===== src/rtl/gauss_pix_pack_8px.sv =====
// Pixel packer: gathers a stream of 8-bit pixels into 8-lane beats (lane 0 = leftmost).
// Beats close on lane 7 or on the last pixel of a line. A short last beat is padded
// by repeating the line's final pixel. An s_sof arriving mid-frame sets a sticky error
// and restarts the frame from that pixel.
module gauss_pix_pack_8px #(
   parameter int unsigned W = 3124,
   parameter int unsigned H = 2048
) (
   input  logic        clk,
   input  logic        rst_n,
   input  logic [7:0]  s_pix,
   input  logic        s_valid,
   input  logic        s_sof,
   output logic        s_ready,
   output logic [63:0] out_pix,
   output logic        out_valid,
   output logic        out_eol,
   output logic        out_eof,
   output logic        frame_err
);

   localparam int unsigned CW = $clog2(W);
   localparam int unsigned RW = (H > 1) ? $clog2(H) : 1;
   localparam logic [CW-1:0] ColLast = CW'(W - 1);
   localparam logic [RW-1:0] RowLast = RW'(H - 1);

   typedef enum logic {StWaitSof, StActive} state_t;

   state_t        r_state;
   logic [1:0]    r_sync;
   logic [CW-1:0] r_col;
   logic [RW-1:0] r_row;
   logic [63:0]   r_buf;
   logic [63:0]   r_out_pix;
   logic          r_out_valid;
   logic          r_out_eol;
   logic          r_out_eof;
   logic          r_frame_err;

   logic          w_acc;
   logic [2:0]    w_lane;
   logic          w_last_col;
   logic          w_sof_err;
   logic          w_emit;
   logic [63:0]   w_beat;

   assign w_acc      = s_valid & r_sync[1];
   assign w_lane     = r_col[2:0];
   assign w_last_col = (r_col == ColLast);
   // s_sof anywhere but the very first position of a frame is a framing error
   assign w_sof_err  = (r_state == StActive) && s_sof && ((r_col != '0) || (r_row != '0));
   assign w_emit     = w_acc && (r_state == StActive) && !w_sof_err &&
                       ((w_lane == 3'd7) || w_last_col);

   // Merge the incoming pixel into the lane buffer; on the line's last pixel,
   // every lane to its right is filled with that same pixel.
   always_comb begin
      w_beat = r_buf;
      for (int l = 0; l < 8; l++) begin
         if ((l == int'(w_lane)) || (w_last_col && (l > int'(w_lane)))) begin
            w_beat[8*l +: 8] = s_pix;
         end
      end
   end

   // Reset-release synchroniser; s_ready rises two edges after rst_n deasserts.
   always_ff @(posedge clk or negedge rst_n) begin
      if (!rst_n) begin
         r_sync <= 2'b00;
      end else begin
         r_sync <= {r_sync[0], 1'b1};
      end
   end

   // Framing FSM, position counters, lane buffer and registered beat outputs.
   always_ff @(posedge clk or negedge rst_n) begin
      if (!rst_n) begin
         r_state     <= StWaitSof;
         r_col       <= '0;
         r_row       <= '0;
         r_buf       <= '0;
         r_out_pix   <= '0;
         r_out_valid <= 1'b0;
         r_out_eol   <= 1'b0;
         r_out_eof   <= 1'b0;
         r_frame_err <= 1'b0;
      end else begin
         r_out_valid <= w_emit;
         r_out_eol   <= w_emit & w_last_col;
         r_out_eof   <= w_emit & w_last_col & (r_row == RowLast);
         if (w_emit) begin
            r_out_pix <= w_beat;
         end
         if (w_acc) begin
            unique case (r_state)
               StWaitSof: begin
                  if (s_sof) begin
                     r_state    <= StActive;
                     r_buf[7:0] <= s_pix;
                     r_col      <= CW'(1);
                     r_row      <= '0;
                  end
               end
               StActive: begin
                  if (w_sof_err) begin
                     // Partial beat is dropped; restart with this pixel in lane 0
                     r_frame_err <= 1'b1;
                     r_buf[7:0]  <= s_pix;
                     r_col       <= CW'(1);
                     r_row       <= '0;
                  end else begin
                     r_buf <= w_beat;
                     if (w_last_col) begin
                        r_col <= '0;
                        if (r_row == RowLast) begin
                           r_row   <= '0;
                           r_state <= StWaitSof;
                        end else begin
                           r_row <= r_row + RW'(1);
                        end
                     end else begin
                        r_col <= r_col + CW'(1);
                     end
                  end
               end
               default: r_state <= StWaitSof;
            endcase
         end
      end
   end

   assign s_ready   = r_sync[1];
   assign out_pix   = r_out_pix;
   assign out_valid = r_out_valid;
   assign out_eol   = r_out_eol;
   assign out_eof   = r_out_eof;
   assign frame_err = r_frame_err;

endmodule


===== config.mk =====
export PLATFORM = sky130hd
export DESIGN_NAME = gauss_pix_pack_8px
export DESIGN_NICKNAME = d
export VERILOG_FILES = /design/src/rtl/gauss_pix_pack_8px.sv
export SDC_FILE = /design/constraint.sdc
export NUM_CORES = 1
export LEC_CHECK = 0
export ABC_AREA = 1
export CELL_PAD_IN_SITES_DETAIL_PLACEMENT = 1
export CELL_PAD_IN_SITES_GLOBAL_PLACEMENT = 1
export CORE_MARGIN = 3
export CORE_UTILIZATION = 41
export DETAILED_ROUTE_END_ITERATION = 12
export PLACE_DENSITY_LB_ADDON = 0.15
export REMOVE_ABC_BUFFERS = 1
export SETUP_SLACK_MARGIN = 0.4
export SYNTH_ARGS = -nofsm -noshare
export SYNTH_HDL_FRONTEND = slang
export SYNTH_SLANG_ARGS = --single-unit

===== constraint.sdc =====
create_clock -name clk -period 1.97 [get_ports clk]
set_input_delay 0.2955 -clock clk [delete_from_list [all_inputs] [get_ports clk]]
set_output_delay 0.2955 -clock clk [all_outputs]
set_load 0.03 [all_outputs]

# Word-level counts from Yosys, hierarchy flattened
# Cells that the tools add are included.
[word_totals]
register_bits = 158
latchBits = 0
ramBits = 0
rom_bits = 0
word_cells = 91
memories = 0
[classes]
addsub = 2
multipliers = 0
n_div = 0
n_lt_le_gt_ge = 7
n_eq_ne = 12
n_shift = 0
mux = 25
n_bitwise = 5
n_reduce_logical = 29
[ops]
columns = ["operator", "count"]
rows = [
  ["two-way mux 8 bit", 10],
  ["two-way mux 11 bit", 4],
  ["two-way mux 12 bit", 3],
  ["one-hot mux 12 bit (2 select lines)", 1],
  ["one-hot mux 11 bit (2 select lines)", 1],
  ["one-hot mux 8 bit (2 select lines)", 1],
  ["adder 12 x 1 -> 12 bit, second input constant", 1],
  ["== test 12 bit, second input constant", 1],
  ["== test 3 bit, first input constant", 4],
  ["> comparator 3 bit, first input constant", 4],
  ["logical AND 1 bit", 12],
  ["nonzero test 12 bit", 1],
  ["adder 11 x 1 -> 11 bit, second input constant", 1],
  ["== test 11 bit, second input constant", 1],
  ["nonzero test 11 bit", 1],
  ["logical OR 1 bit", 9],
  ["AND reduction 3 bit", 3],
  ["== test 2 x 3 -> 1 bit, first input constant", 2],
  ["> comparator 2 x 3 -> 1 bit, first input constant", 2],
  ["two-way mux 1 bit", 4],
  ["AND 1 bit", 3],
  ["== test 1 x 3 -> 1 bit, first input constant", 1],
  ["== test 3 bit, second input constant", 1],
  ["> comparator 1 x 3 -> 1 bit, first input constant", 1],
  ["other kinds (7)", 8],
]

# Longest topological paths before layout
# Gate-level depths: netlist of run 1.
[depth]
ltp_word = 8
mapped_depth = 12
depth_no_buf = 11

# Worst setup path after synthesis of run 1
# OpenSTA, ideal clock, no wires.
[synth_path]
path_type = "register to register"
from = "register r_col[0]"
to = "register r_out_pix[36] (netlist: out_pix[36])"
setup_ns = 0.117
t_arrival_ns = 1.680
required_time_ns = 1.853
path_slack_ns = 0.173
stages_incl_launch_ff = 12
path_buffers = 2
path_cell_list = "dfrtp_1 inv_1 ha_1 nand3_1 nor2_1 nand3_1 nand2_4 nand3_4 buf_2 buf_2 nand2_1 nand2_1"
[synth_between]
elab_chain_cells = 6
word_cells_on_any_way = 14
classes_between = "order compare: 1; eq/ne: 3; mux: 1; reduce/logical: 9"
[synth_lines]
columns = ["item", "line_no", "text"]
rows = [
  ["start, declared", "31", "logic [CW-1:0] r_col;"],
  ["start signal, assigned", "122", "r_col <= r_col + CW'(1);"],
  ["parallel branches: the longest is 6 deep, another holds > comparator 3 bit", "-", ""],
  ["end signal, assigned", "92", "r_out_pix <= w_beat;"],
  ["end, declared", "34", "logic [63:0] r_out_pix;"],
]
# Several ways; the timed one is not identified.
# A chain may end at the register's enable or synchronous reset.

# Worst setup path in the final report of run 1
[layout_path]
from = "register r_col[1]"
to = "register r_out_pix[5] (netlist: out_pix[5])"
[layout_between]
elab_chain_cells = 6
word_cells_on_any_way = 11
classes_between = "eq/ne: 2; mux: 1; reduce/logical: 8"
[layout_lines]
columns = ["item", "line_no", "text"]
rows = [
  ["nonzero test 12 bit", "51", "assign w_sof_err = (r_state == StActive) && s_sof && ((r_col != '0) || (r_row != '0));"],
  ["logical OR 1 bit", "51", ""],
  ["logical AND 1 bit", "51", ""],
  ["logical NOT 1 bit", "52", "assign w_emit = w_acc && (r_state == StActive) && !w_sof_err &&"],
  ["logical AND 1 bit (2 in a row)", "52", ""],
]
# Parallel ways exist; a longest one is shown, timed or not.

==> flow_results.org, run 1 <==
** Detailed routing
- Summing over every cut layer, the via total after detailed routing is 8,629.
- The first routing iteration left 912 violations.
- DRC viols :: 0
- The count of nets left with antenna violations once routing finished came out at 0.
- Mean routed wirelength per cell :: 31.1 um
- The first TritonRoute pass finished after 5 iterations.
- Detailed Route WL :: 42,600 um
- In the routed layout, each cell is associated on average with a via count of 6.29.

** Placement
- Port Buffers :: 80
- After legalization and detailed placement, the total HPWL measured 14,200 um.
- Last weighted congestion value of the routability-driven placer :: between 0.8 and 0.9
- After detailed placement, the design holds a cell count of roughly 1,300.
- Cell area after placement :: 0.00863 mm^2

** Final layout
- Most used cells in the layout excluding fill and tap cells :: nand2_1 (249), dfrtp_1 (146), nand2_2 (98)
- Share of post-route cells with drive strength above 1 :: 0.419
- Area of the multi-input gates :: 0.00447 mm^2
- In the final design database the tool counted 1,158 nets.
- From synthesis to final layout, the design area changed by 68.1%.
- Once layout is complete, the utilization of the core stands at 0.714.
- The library cell used most frequently in the layout, excluding fill and tap cells, is nand2_1.
- 0 antenna diodes ended up in the layout.
- Across the whole layout, storage elements account for 0.00376 mm^2.
- Filler Cells Inserted :: 1,780
- The finished layout holds 1,371 standard cells, fillers aside.
- Summing all non-filler instances in the final layout gives an area of 0.0121 mm^2.

** Die
- For this configuration, the core starts out at a cell density of 0.425.
- Core region area :: between 0.015 and 0.02 mm^2
- 81 I/O pins were placed.
- Die Ht :: about 140 um
- Floorplan row count :: 47
- The die covers approximately 0.019 mm^2.
- X dimension of the die :: about 140 um

** Global route
- Via count of the first global-routing pass :: roughly 8,600
- Largest net degree at the start of global routing :: 55
- Antenna violations before repair :: 0
- The total overflow left after global routing is 0.
- The first global-routing pass estimated 50,600 um of wire.
- In the global route stage, overall resource usage came out at 0.336.

** Timing
- Setup violation total in the final timing report :: about 130
- The final count of pins violating max slew is 0.
- Max Freq :: 439 MHz
- Final sum of negative setup slack :: -8.30 ns
- On the final layout, the worst hold slack is approximately 0.31 ns.
- Clock skew on the completed layout was measured at 0.0145 ns.
- Unrepaired setup endpoints after global routing :: true
- The number of failing hold endpoints at the final stage is 0.
- Setup slack on the critical path of the routed design comes to -0.309 ns.
- Dividing the final minimum period by the clock period gives 1.16.
- Post-layout minimum cycle time :: 2.28 ns

** Worst setup path
- Reg2reg setup slack :: -0.31 ns
- In this run the critical register-to-register path is captured at out_pix[5]$_DFFE_PN0N_.
- The number of cells on the worst reg-to-reg path is 10.
- Critical path start-end classification :: register to register
- STA classifies the critical path startpoint as a register.
- For the worst setup path, the data arrival time is 2.59 ns.
- Launch instance of the worst register-to-register path :: r_col[1]$_DFFE_PN0P_
- Along the worst path, the maximum fanout reaches 16.
- At the worst endpoint, the required time is ~2.3 ns.
- The worst setup path is captured at a register.

** Clock network
- The H-tree was split into 4 levels.
- Clock tree root driver cell :: clkbuf_16
- TritonCTS built the clock tree.
- Clock-pin slew of the registers on the worst-case setup and hold paths :: 0.07 ns
- Counting the buffers created by CTS gives 17.
- Clock latency on the worst-skew pair, taken at its later pin, is 0.46 ns.
- For this design, the sink count on the clock tree is 150.
- Counting along the longest clock path gives a buffer depth of 2.

** Synthesis
- Counting flops with a built-in enable in the synthesized netlist gives 0.
- The synthesized netlist occupies a cell area of 0.00717 mm^2.
- Number of register bits inferred by synthesis :: 150
- For this run, the register share of the synthesized area comes to 0.523.
- Counting distinct cell types in the post-synthesis netlist gives 30.
- Of all flip-flops after synthesis, the portion carrying an async set or reset was 1.00.
- Among all flip-flop cells after synthesis, the most frequent one is dfrtp_1.
- The cell count after synthesis came out at 950.
- Syn avg cell area :: 7.55 um^2
- For this run, the number of Yosys warnings is 0.

** Power and ir drop
- Summed over all cells, the static leakage comes to roughly 6.3 nW.
- Fraction of power consumed by sequential logic :: 0.332
- For this design the ratio of total power to cell area is 1150 mW/mm^2.
- Of the total power, the share spent switching nets is 0.440.
- Int Pwr :: 7.77 mW
- The share of total power dissipated in combinational logic is 0.424.
- Net Switching :: 6.09 mW
- VDD sags by at most 1060 uV.
- Part of the total power dissipated in the clock network :: 0.244

** Outcome
- The flow ran to the end, but the final reports show violations.
- The checks that failed: setup timing.

** Flow run
- Across the run, the number of max-cap violations was 0.

** Min path
- Path category of the worst min-delay check :: primary input to asynchronous set/reset pin
cell families (layout without fill, tap and decap cells):
logic type,after synthesis,count (layout),synth area share
AND/OR/NAND/NOR,587,587,0.326
flip-flops,150,150,0.523
buffers and inverters,117,318,0.0687
AO/OA/AOI/OAI,75,75,0.0532
XOR/XNOR,12,12,0.0146
adder cells (fa/ha/maj),8,8,0.0140
other,1,1,0.000523
what timing repair did:
item                       CTS  global route
setup endpoints to repair  216           153
setup buffers               38            10
resized for setup          349           269
pin swaps                   69            60
hold buffers                 1             0
hold endpoints to repair    29             0
gates cloned                20             8
layout make-up:
cell class              instances  area share
clock inverters                12     0.00965
well taps                     220      0.0228
clock buffers                  20      0.0379
repair buffers                212       0.220
flip-flops and latches        150       0.312
repair inverters                1     0.00135
inverters                      73      0.0252
multi-input cells             683       0.371
synth_stat cells, types with 5 or more instances:
cell type / count / area (um^2)
a21oi_1: 11 / 55.1
buf_2: 21 / 105
clkbuf_1: 18 / 67.6
dfrtp_1: 150 / 3750
ha_1: 8 / 100
inv_1: 69 / 259
nand2_1: 433 / 1630
nand2_2: 6 / 37.5
nand3_1: 59 / 295
nor2_1: 75 / 282
nor3_1: 5 / 25.0
o21ai_0: 49 / 245
o21ai_1: 11 / 55.1
xor2_1: 8 / 70.1
metal layers:
| metal | track usage | up-vias | wire length (um) |
|---|---|---|---|
| met4 | 0.153 | 0 | 3320 |
| met2 | 0.566 | 738 | 20200 |
| li1 | - | 3318 | - |
| met5 | 0 | - | 0 |
| met1 | 0.412 | 4290 | 15200 |
| met3 | 0.0763 | 283 | 3880 |
state kept, by name, indices dropped and copies added, names as in the netlist:
| signal | flops |
|---|---|
| out_eof | 1 |
| frame_err | 1 |
| r_state | 1 |
| r_buf | 56 |
| out_eol | 1 |
| r_col | 12 |
| out_pix | 64 |
| out_valid | 1 |
| r_sync | 2 |
| r_row | 11 |
power groups by stage:
stage / sequential [mW] / combinational (mW) / clock, mW
3_3_place_gp: 4.27 / 3.35 / 0
2_1_floorplan: 4.71 / 1.56 / 0
6_report: 4.60 / 5.87 / 3.38
5_1_grt: 4.63 / 6.08 / 3.49
3_5_place_dp: 4.30 / 3.43 / 0
4_1_cts: 4.26 / 4.24 / 3.23
worst max-delay path by stage:
stage / start / endpoint / slack (ns) / depth (start not counted)
after CTS: r_col[0]$_DFFE_PN0P_ / out_pix[1]$_DFFE_PN0N_ / 0.15 / 11
after global routing: r_col[1]$_DFFE_PN0P_ / out_pix[5]$_DFFE_PN0N_ / -0.27 / 10
after global placement: s_valid / r_buf[37]$_DFFE_PN0P_ / 0.09 / 8
after floorplan: r_col[0]$_DFFE_PN0P_ / out_pix[10]$_DFFE_PN0N_ / -0.54 / 10
after detailed placement: s_valid / r_buf[46]$_DFFE_PN0P_ / 0.02 / 8
final: r_col[1]$_DFFE_PN0P_ / out_pix[5]$_DFFE_PN0N_ / -0.31 / 10
metrics by stage:
step	worst slack, ns	power [mW]
6_report	-0.309	13.9
5_1_grt	-0.274	14.2
4_1_cts	0.149	11.7
3_5_place_dp	0.0182	7.73
3_3_place_gp	0.0899	7.61
2_1_floorplan	-0.538	6.27
critical path: stages, from the launching register on:
cell and delay (ns):
dfrtp_2 0.44, ha_2 0.23, buf_6 0.11, nand3_2 0.08
nor2_2 0.17, nand2_2 0.13, nand2_2 0.12, nand3_4 0.11
buf_12 0.19, clkbuf_16 0.18, o21ai_0 0.36
Power figures use the tool's default switching activity.
==> run 2, diff against run 1 <==
--- a/config.mk
+++ b/config.mk
@@ -11,6 +11,7 @@
 export CORE_MARGIN = 3
 export CORE_UTILIZATION = 41
 export DETAILED_ROUTE_END_ITERATION = 12
+export MAX_ROUTING_LAYER = met4
 export PLACE_DENSITY_LB_ADDON = 0.15
 export REMOVE_ABC_BUFFERS = 1
 export SETUP_SLACK_MARGIN = 0.4
==> run 2 against run 1 <==
  * Largest power group unchanged
  * Setup slack improved by 0.12 ns
  * Critical path type unchanged
  * Global-route usage increased by 1.1 points
  * Largest cell class unchanged
  * Clock power about the same
  * The flow still finishes with violations (setup timing)
  * Sequential power about the same
  * Non-clock buffer count increased by 2
  * Combinational power increased by 2%
  * Worst hold slack got worse by 0.00061 ns
==> flow_results.org, run 2 (synthesis gave the netlist of run 1 again) <==
** Outcome
- Result of the run :: finished with violations
- The final reports fail on setup timing.

** Detailed routing
- Detail Route Antenna Nets :: 0 (unchanged)
- Post-Route M1 WL :: 15,000 um (-1.3%)
- Highest layer used for signal routing :: met4
- The wire length on met3 came to 3730 um (-4.1%).
- The wire length on met2 came to 20,200 um (+0.17%).
- Post-DR vias/cell :: 6.17 (-2.0%)
- The number of iterations in the first detailed-routing pass is 5 (unchanged).
- DRC viols :: 0 (unchanged)
- The final routed wire length divided by cell count is 30.5 um (-1.7%).
- The sum of routed wire length over all layers came to 41,900 um (-1.5%).
- Number of DRC markers after the initial detailed-route iteration :: 773 (-15%)
- The via count is 8,465 (-1.9%).

** Placement
- Count of placed standard cells including taps :: 1,262 (unchanged)
- Detail Placement HPWL :: 14,200 um (unchanged)
- Setup slack after placement :: 0.0182 ns (unchanged)
- The final RePlAce weighted congestion came to 0.855 (+1.6%).
- Port Buffers :: 80 (unchanged)
- Cell area after placement :: 0.00863 mm^2 (unchanged)

** Worst setup path
- The maximum fanout count along the critical path is 16 (unchanged).
- The critical path is of the register to register type.
- The worst setup path is launched from a register.
- CP max-delay cell :: dfrtp_2
- The signal on the critical path passes through inv_2 -> ha_4 -> nand3_2 -> nor2_2 -> nand3_2 -> nand2_4 -> buf_6 -> nand3_4 -> buf_12 -> clkbuf_16 -> o21ai_0.
- The critical path data required time is 2.30 ns (about the same).
- The most numerous cell type found on the critical path is nand3_2.
- The number of buffers and inverters on the critical path came to 4 (+1).
- Data arrival time of the worst path :: 2.49 ns (-0.10 ns)
- Largest incremental delay on the critical path :: 0.46 ns (+0.02 ns)
- Family with the most delay on the worst path :: buffers and inverters
- Sort of element at the end of the critical path :: register
- Reg2reg setup slack :: -0.19 ns (+0.12 ns)

** Die
- Number of top-level pins :: 81 (unchanged)
- The width of the chip is 138 um (unchanged).
- Die Ht :: 138 um (unchanged)
- Core region area :: 0.0169 mm^2 (unchanged)
- The effective utilization at floorplan came to 0.425 (unchanged).
- Area enclosed by the die boundary :: 0.0191 mm^2 (unchanged)
- Floorplan row count :: 47 (unchanged)

** Timing
- Unrepaired setup endpoints after global routing :: true
- Post-layout minimum cycle time :: 2.16 ns (-0.119 ns)
- The number of failing hold endpoints at the final stage came to 0 (unchanged).
- Least-Margin Pin Slew :: 0.521 ns
- Max-slew violation count :: 0 (unchanged)
- Setup violation total in the final timing report :: 74 (-42%)
- Worst-case headroom to the max-slew limit :: 0.650
- Worst Clk Skew :: 0.0137 ns (-0.000824 ns)
- The period utilization came to 1.10 (-0.0605).
- Max Freq :: 463 MHz (+5.5%)
- Minimum setup slack in the final design :: -0.190 ns (+0.119 ns)

** Power and ir drop
- The overall power consumption was 14.0 mW (+1.0%).
- The maximum VDD drop came to 900 uV (-15%).
- The leakage power total is 6.42 nW (+1.8%).
- The power density over the cells is 1140 mW/mm^2 (-0.55%).

** Global route
- The overall fraction of global-route tracks in use came to 0.347 (+0.0108).
- The number of antenna violations at the first check in global routing came to 0 (unchanged).
- Via count of the first global-routing pass :: 8,575 (+0.023%)
- The wire length of the first global-routing pass is 50,700 um (+0.23%).
- The largest net degree at the start of global routing came to 55 (unchanged).
- The total congestion overflow was 0 (unchanged).

** Final layout
- The number of inserted diodes was 0 (unchanged).
- Largest register FFs :: 64 (unchanged)
- Leaving out fill and tap cells, the most frequent cell in the layout is nand2_1.
- Leaving out fill and tap cells, the most frequent cells in the layout are nand2_1 (239), dfrtp_1 (145), nand2_2 (110).
- The final cell count without fillers came to 1,373 (+0.15%).
- Layout overhead on the synthesized area :: 70.8%
- The final instance area came to 0.0123 mm^2 (+1.6%).
- Final nets :: 1,160 (+0.17%)
- Share of post-route cells with drive strength above 1 :: 0.438 (+0.0192)

** Clock network
- H-Tree Depth :: 4 (unchanged)
- Maximum buffer depth of the clock tree :: 2 (unchanged)
- Num Clock Sinks :: 150 (unchanged)
- The clock latency of the later-clocked register in the worst-skew pair was 0.45 ns (about the same).
- The root buffer cell chosen for the clock tree is clkbuf_16.
- CTS tree :: built
- The CTS clock-pin slew for the worst setup and hold paths came to 0.07 ns (about the same).
- The TritonCTS buffer count is 17 (unchanged).

** Flow run
- MaxCap Viol Count :: 0 (unchanged)

** Min path
- Path category of the worst min-delay check :: primary input to asynchronous set/reset pin
run 2: worst paths after layout:
kind                                                end            startpoint  depth (start not counted)
worst min register to register      r_sync[1]$_DFF_PN0_   r_sync[0]$_DFF_PN0_                          0
worst max-delay path             out_pix[0]$_DFFE_PN0N_  r_col[0]$_DFFE_PN0P_                         11
max in group asynchronous       out_pix[13]$_DFFE_PN0N_                 rst_n                          3
worst min-delay path               r_row[7]$_DFFE_PN0P_                 rst_n                          2
min in group clk                    r_sync[1]$_DFF_PN0_   r_sync[0]$_DFF_PN0_                          0
worst max register to register   out_pix[0]$_DFFE_PN0N_  r_col[0]$_DFFE_PN0P_                         11
run 2: stage by stage:
stage	utilization	hold WS [ns]	setup TNS, ns
floorplan	-	-0.0000911	-46.42
detailed placement	0.511	0.216	0
finish	0.726	0.313	-3.81
global placement	0.511	0.213	0
CTS	0.644	0.340	0
global route	0.726	0.361	-10.29
run 2: layer usage:
| metal | vias up | global-route usage |
|---|---|---|
| met5 | - | - |
| met4 | 0 | 0.154 |
| met3 | 260 | 0.0742 |
| met2 | 627 | 0.565 |
| met1 | 4246 | 0.415 |
| li1 | 3332 | - |
run 2: final cells by class:
type	instances	area (um^2)
repair inverters	1	16.3
inverters	73	304
repair buffers	214	2700
fillers	1742	4630
flip-flops and latches	150	3760
well taps	220	275
clock buffers	20	457
multi-input cells	683	4630
clock inverters	12	116
run 2: where the power goes:
part	leakage, nW	internal (mW)	switching [mW]
clock	0.278	1.83	1.57
combinational	4.19	2.16	3.83
sequential	1.96	3.85	0.761
total	6.42	7.84	6.16
run 2: what timing repair did:
action | 4_1_cts | 5_1_grt
setup endpoints to repair | 216 | 153
pin swaps | 69 | 69
endpoints found under the hold margin | 29 | 0
gates cloned | 20 | 8
hold buffers | 1 | 0
gates resized for setup | 349 | 304
buffers inserted | 38 | 12
==> run 3, diff against run 2 <==
--- a/config.mk
+++ b/config.mk
@@ -6,6 +6,7 @@
 export NUM_CORES = 1
 export LEC_CHECK = 0
 export ABC_AREA = 1
+export CAP_MARGIN = 20
 export CELL_PAD_IN_SITES_DETAIL_PLACEMENT = 1
 export CELL_PAD_IN_SITES_GLOBAL_PLACEMENT = 1
 export CORE_MARGIN = 3
@@ -15,6 +16,7 @@
 export PLACE_DENSITY_LB_ADDON = 0.15
 export REMOVE_ABC_BUFFERS = 1
 export SETUP_SLACK_MARGIN = 0.4
+export SKIP_CTS_REPAIR_TIMING = 1
 export SYNTH_ARGS = -nofsm -noshare
 export SYNTH_HDL_FRONTEND = slang
 export SYNTH_SLANG_ARGS = --single-unit
==> run 3 against run 2 <==
  * The flow now finishes without violations
  * Register-to-register slack improved by 0.20 ns
  * Die area unchanged
  * Global-route usage fell by 12 points
  * Via count shrank 14%
  * Setup slack better by 0.20 ns
  * Wire length down 32%
  * Worst hold slack gained 0.014 ns
  * Non-clock buffer count shrank 41
  * Combinational power down 26%
  * Sequential cell count did not move
  * First-iteration DRC count shrank 40%
  * Fmax is 10% higher
  * Critical path type unchanged
  * Largest cell class is now flip-flops and latches
==> flow_results.org, run 3 (synthesis gave the netlist of run 1 again) <==
** Outcome
- Result of the run :: completed

** Timing
- The number of failing hold endpoints at the final stage was 0 (unchanged).
- Least-Margin Pin Slew :: 0.562 ns (+0.0411 ns)
- The setup-violating endpoint count in the final report came to 0 (-100%).
- The post-route clock skew is 0.00961 ns (-0.00408 ns).
- The worst relative slew slack was 0.624 (-0.0261).
- The peak clock frequency supported by timing came to 510 MHz (+10%).
- The final count of pins violating max slew was 0 (unchanged).
- Post-layout minimum cycle time :: 1.96 ns (-0.197 ns)
- Minimum setup slack in the final design :: 0.00780 ns (+0.197 ns)
- Setup repair after global routing could not meet its margin everywhere.
- The period utilization came to 0.996 (-0.100).

** Power and ir drop
- Pwr/cell area :: 1160 mW/mm^2 (+1.9%)
- The maximum VDD drop was 538 uV (-40%).
- The leakage power total was 5.30 nW (-17%).

** Detailed routing
- Detailed Route WL :: 28,700 um (-32%)
- The count of nets left with antenna violations after detail routing is 0 (unchanged).
- The wire length on met2 is 14,400 um (-29%).
- The total routed wire length on the met1 layer was 11,800 um (-21%).
- Number of iterations in the first detailed-routing pass :: 7 (+2)
- The average via count per standard cell came to 5.46 (-12%).
- Routed signal wires occupy layers up through met4.
- The via count was 7,273 (-14%).
- The final routed wire length divided by cell count was 21.5 um (-29%).
- DRC viols :: 0 (unchanged)
- Number of DRC markers after the initial detailed-route iteration :: 464 (-40%)
- Routed wire length on met3 :: 1370 um (-63%)

** Final layout
- The filler cell count in the final layout is 1,958 (+12%).
- The number of inserted diodes is 0 (unchanged).
- The fraction of final layout cells sized beyond drive strength 1 was 0.239 (-0.199).
- Non-filler instance count after layout :: 1,333 (-2.9%)
- Largest register FFs :: 64 (unchanged)
- Leaving out fill and tap cells, the most frequent cell in the layout is nand2_1.
- Post-Layout Inst Area :: 0.0104 mm^2 (-15%)
- Layout overhead on the synthesized area :: 44.6%
- In the layout the commonest cells are nand2_1 (383), dfrtp_1 (147), clkdlybuf4s50_1 (79).
- Final nets :: 1,120 (-3.4%)

** Worst setup path
- The arrival time at the worst endpoint is 2.30 ns (-0.19 ns).
- Largest incremental delay on the critical path :: 0.43 ns (-0.03 ns)
- Critical-path cell list :: or2_4 -> nor2_4 -> buf_4 -> nand2_2 -> nand2_1 -> buf_12 -> nand2_1 -> o21ai_1 -> nand2_2 -> o21ai_1
- The worst setup path is captured at a register.
- By startpoint and endpoint, the worst setup path is classified as register to register.
- Worst EP required :: 2.31 ns (about the same)
- CP max-delay cell :: dfrtp_1
- Highest net fanout along the worst path :: 16 (unchanged)
- Buffer and inverter count on the worst path :: 2 (-2)
- Among cell families on the critical path, the largest total delay comes from simple AND/OR/NAND/NOR gates.
- STA classifies the critical path startpoint as a register.

** Die
- Area enclosed by the die boundary :: 0.0191 mm^2 (unchanged)
- The core outline area came to 0.0169 mm^2 (unchanged).
- Floorplan row count :: 47 (unchanged)
- Number of top-level pins :: 81 (unchanged)
- The effective utilization at floorplan is 0.425 (unchanged).
- X dimension of the die :: 138 um (unchanged)
- Die Ht :: 138 um (unchanged)

** Global route
- The largest net degree at the start of global routing was 55 (unchanged).
- Sum of overflow across all layers after global routing :: 0 (unchanged)
- The via count of the first global-routing pass was 6,875 (-20%).
- The number of antenna violations at the first check in global routing is 0 (unchanged).
- The wire length of the first global-routing pass came to 35,200 um (-31%).
- The overall fraction of global-route tracks in use came to 0.230 (-0.117).

** Clock network
- The clock latency of the later-clocked register in the worst-skew pair was 0.43 ns (-0.02 ns).
- CTS tree :: built
- The CTS clock-pin slew for the worst setup and hold paths is 0.07 ns (about the same).
- The TritonCTS buffer count was 17 (unchanged).
- Maximum buffer depth of the clock tree :: 2 (unchanged)
- The root buffer cell chosen for the clock tree is clkbuf_16.
- H-Tree Depth :: 4 (unchanged)
- Num Clock Sinks :: 150 (unchanged)

** Min path
- In this run the worst hold path is classified as primary input to asynchronous set/reset pin.

** Placement
- The count of port buffers added during placement came to 80 (unchanged).
- Detail Placement HPWL :: 14,200 um (unchanged)
- Last weighted congestion value of the routability-driven placer :: 0.855 (unchanged)
- Count of placed standard cells including taps :: 1,262 (unchanged)
- The instance area after placement was 0.00863 mm^2 (unchanged).
- The worst slack at placement is 0.0182 ns (unchanged).

** Flow run
- MaxCap Viol Count :: 0 (unchanged)
## run 3: changes by cell type in the layout (fill, tap and decap cells not counted), moves of 12 or more
cell and change:
nand2_4 -59, nand3_1 +17, nand2_1 +144, clkdlybuf4s50_1 +69, dlygate4sd2_1 -64, nor2_4 -14
nand2_2 -79, o21ai_1 +16, nand3_2 -12, buf_6 -17, o21ai_2 -12, buf_16 -20
## run 3: where the power goes
part           switching, mW  leakage [nW]  internal [mW]
Clock                   1.45         0.278           1.83
Combinational           2.79          3.06           1.68
Sequential             0.499          1.96           3.85
## run 3: worst register-to-register path, cell delays in order, from the launching register on
cell,delay (ns)
dfrtp_1,0.43
or2_4,0.27
nor2_4,0.12
buf_4,0.13
nand2_2,0.10
nand2_1,0.16
buf_12,0.17
nand2_1,0.07
o21ai_1,0.19
nand2_2,0.10
o21ai_1,0.14
## run 3: cell type report
cell class	count	area [um^2]	share of cell area
Sequential cell	150	3760	0.362
Clock buffer	20	457	0.0440
Tap cell	220	275	0.0265
Timing Repair inverter	2	22.5	0.00217
Timing Repair Buffer	173	2000	0.193
Inverter	73	305	0.0294
Clock inverter	12	116	0.0112
Multi-Input combinational cell	683	3440	0.332
## run 3: final timing paths
path / slack, ns / depth (start not counted) / start / end
setup / recovery: 0.008 / 10 / r_col[7]$_DFFE_PN0P_ / r_buf[34]$_DFFE_PN0P_
hold / removal: 0.33 / 2 / rst_n / r_row[9]$_DFFE_PN0P_
setup reg to reg: 0.008 / 10 / r_col[7]$_DFFE_PN0P_ / r_buf[34]$_DFFE_PN0P_
hold reg to reg: 0.35 / 0 / r_sync[0]$_DFF_PN0_ / r_sync[1]$_DFF_PN0_
max in group asynchronous: 1.00 / 3 / rst_n / r_buf[40]$_DFFE_PN0P_
min in group clk: 0.35 / 0 / r_sync[0]$_DFF_PN0_ / r_sync[1]$_DFF_PN0_
## run 3: layer usage
| layer | track usage | vias to the layer above |
|---|---|---|
| met1 | 0.298 | 3664 |
| met5 | - | - |
| li1 | - | 3238 |
| met2 | 0.384 | 269 |
| met3 | 0.0307 | 102 |
| met4 | 0.0588 | 0 |
## run 3: through the flow
| step | TNS [ns] | total power, mW | hold slack (ns) | util |
|---|---|---|---|---|
| 3_5_place_dp | 0 | 7.73 | 0.216 | 0.511 |
| 3_3_place_gp | 0 | 7.61 | 0.213 | 0.511 |
| 2_1_floorplan | -46.42 | 6.27 | -0.0000911 | - |
| 4_1_cts | 0 | 11.0 | -0.232 | 0.545 |
| 6_report | 0 | 12.1 | 0.327 | 0.615 |
| 5_1_grt | -0.490 | 12.6 | 0.358 | 0.615 |
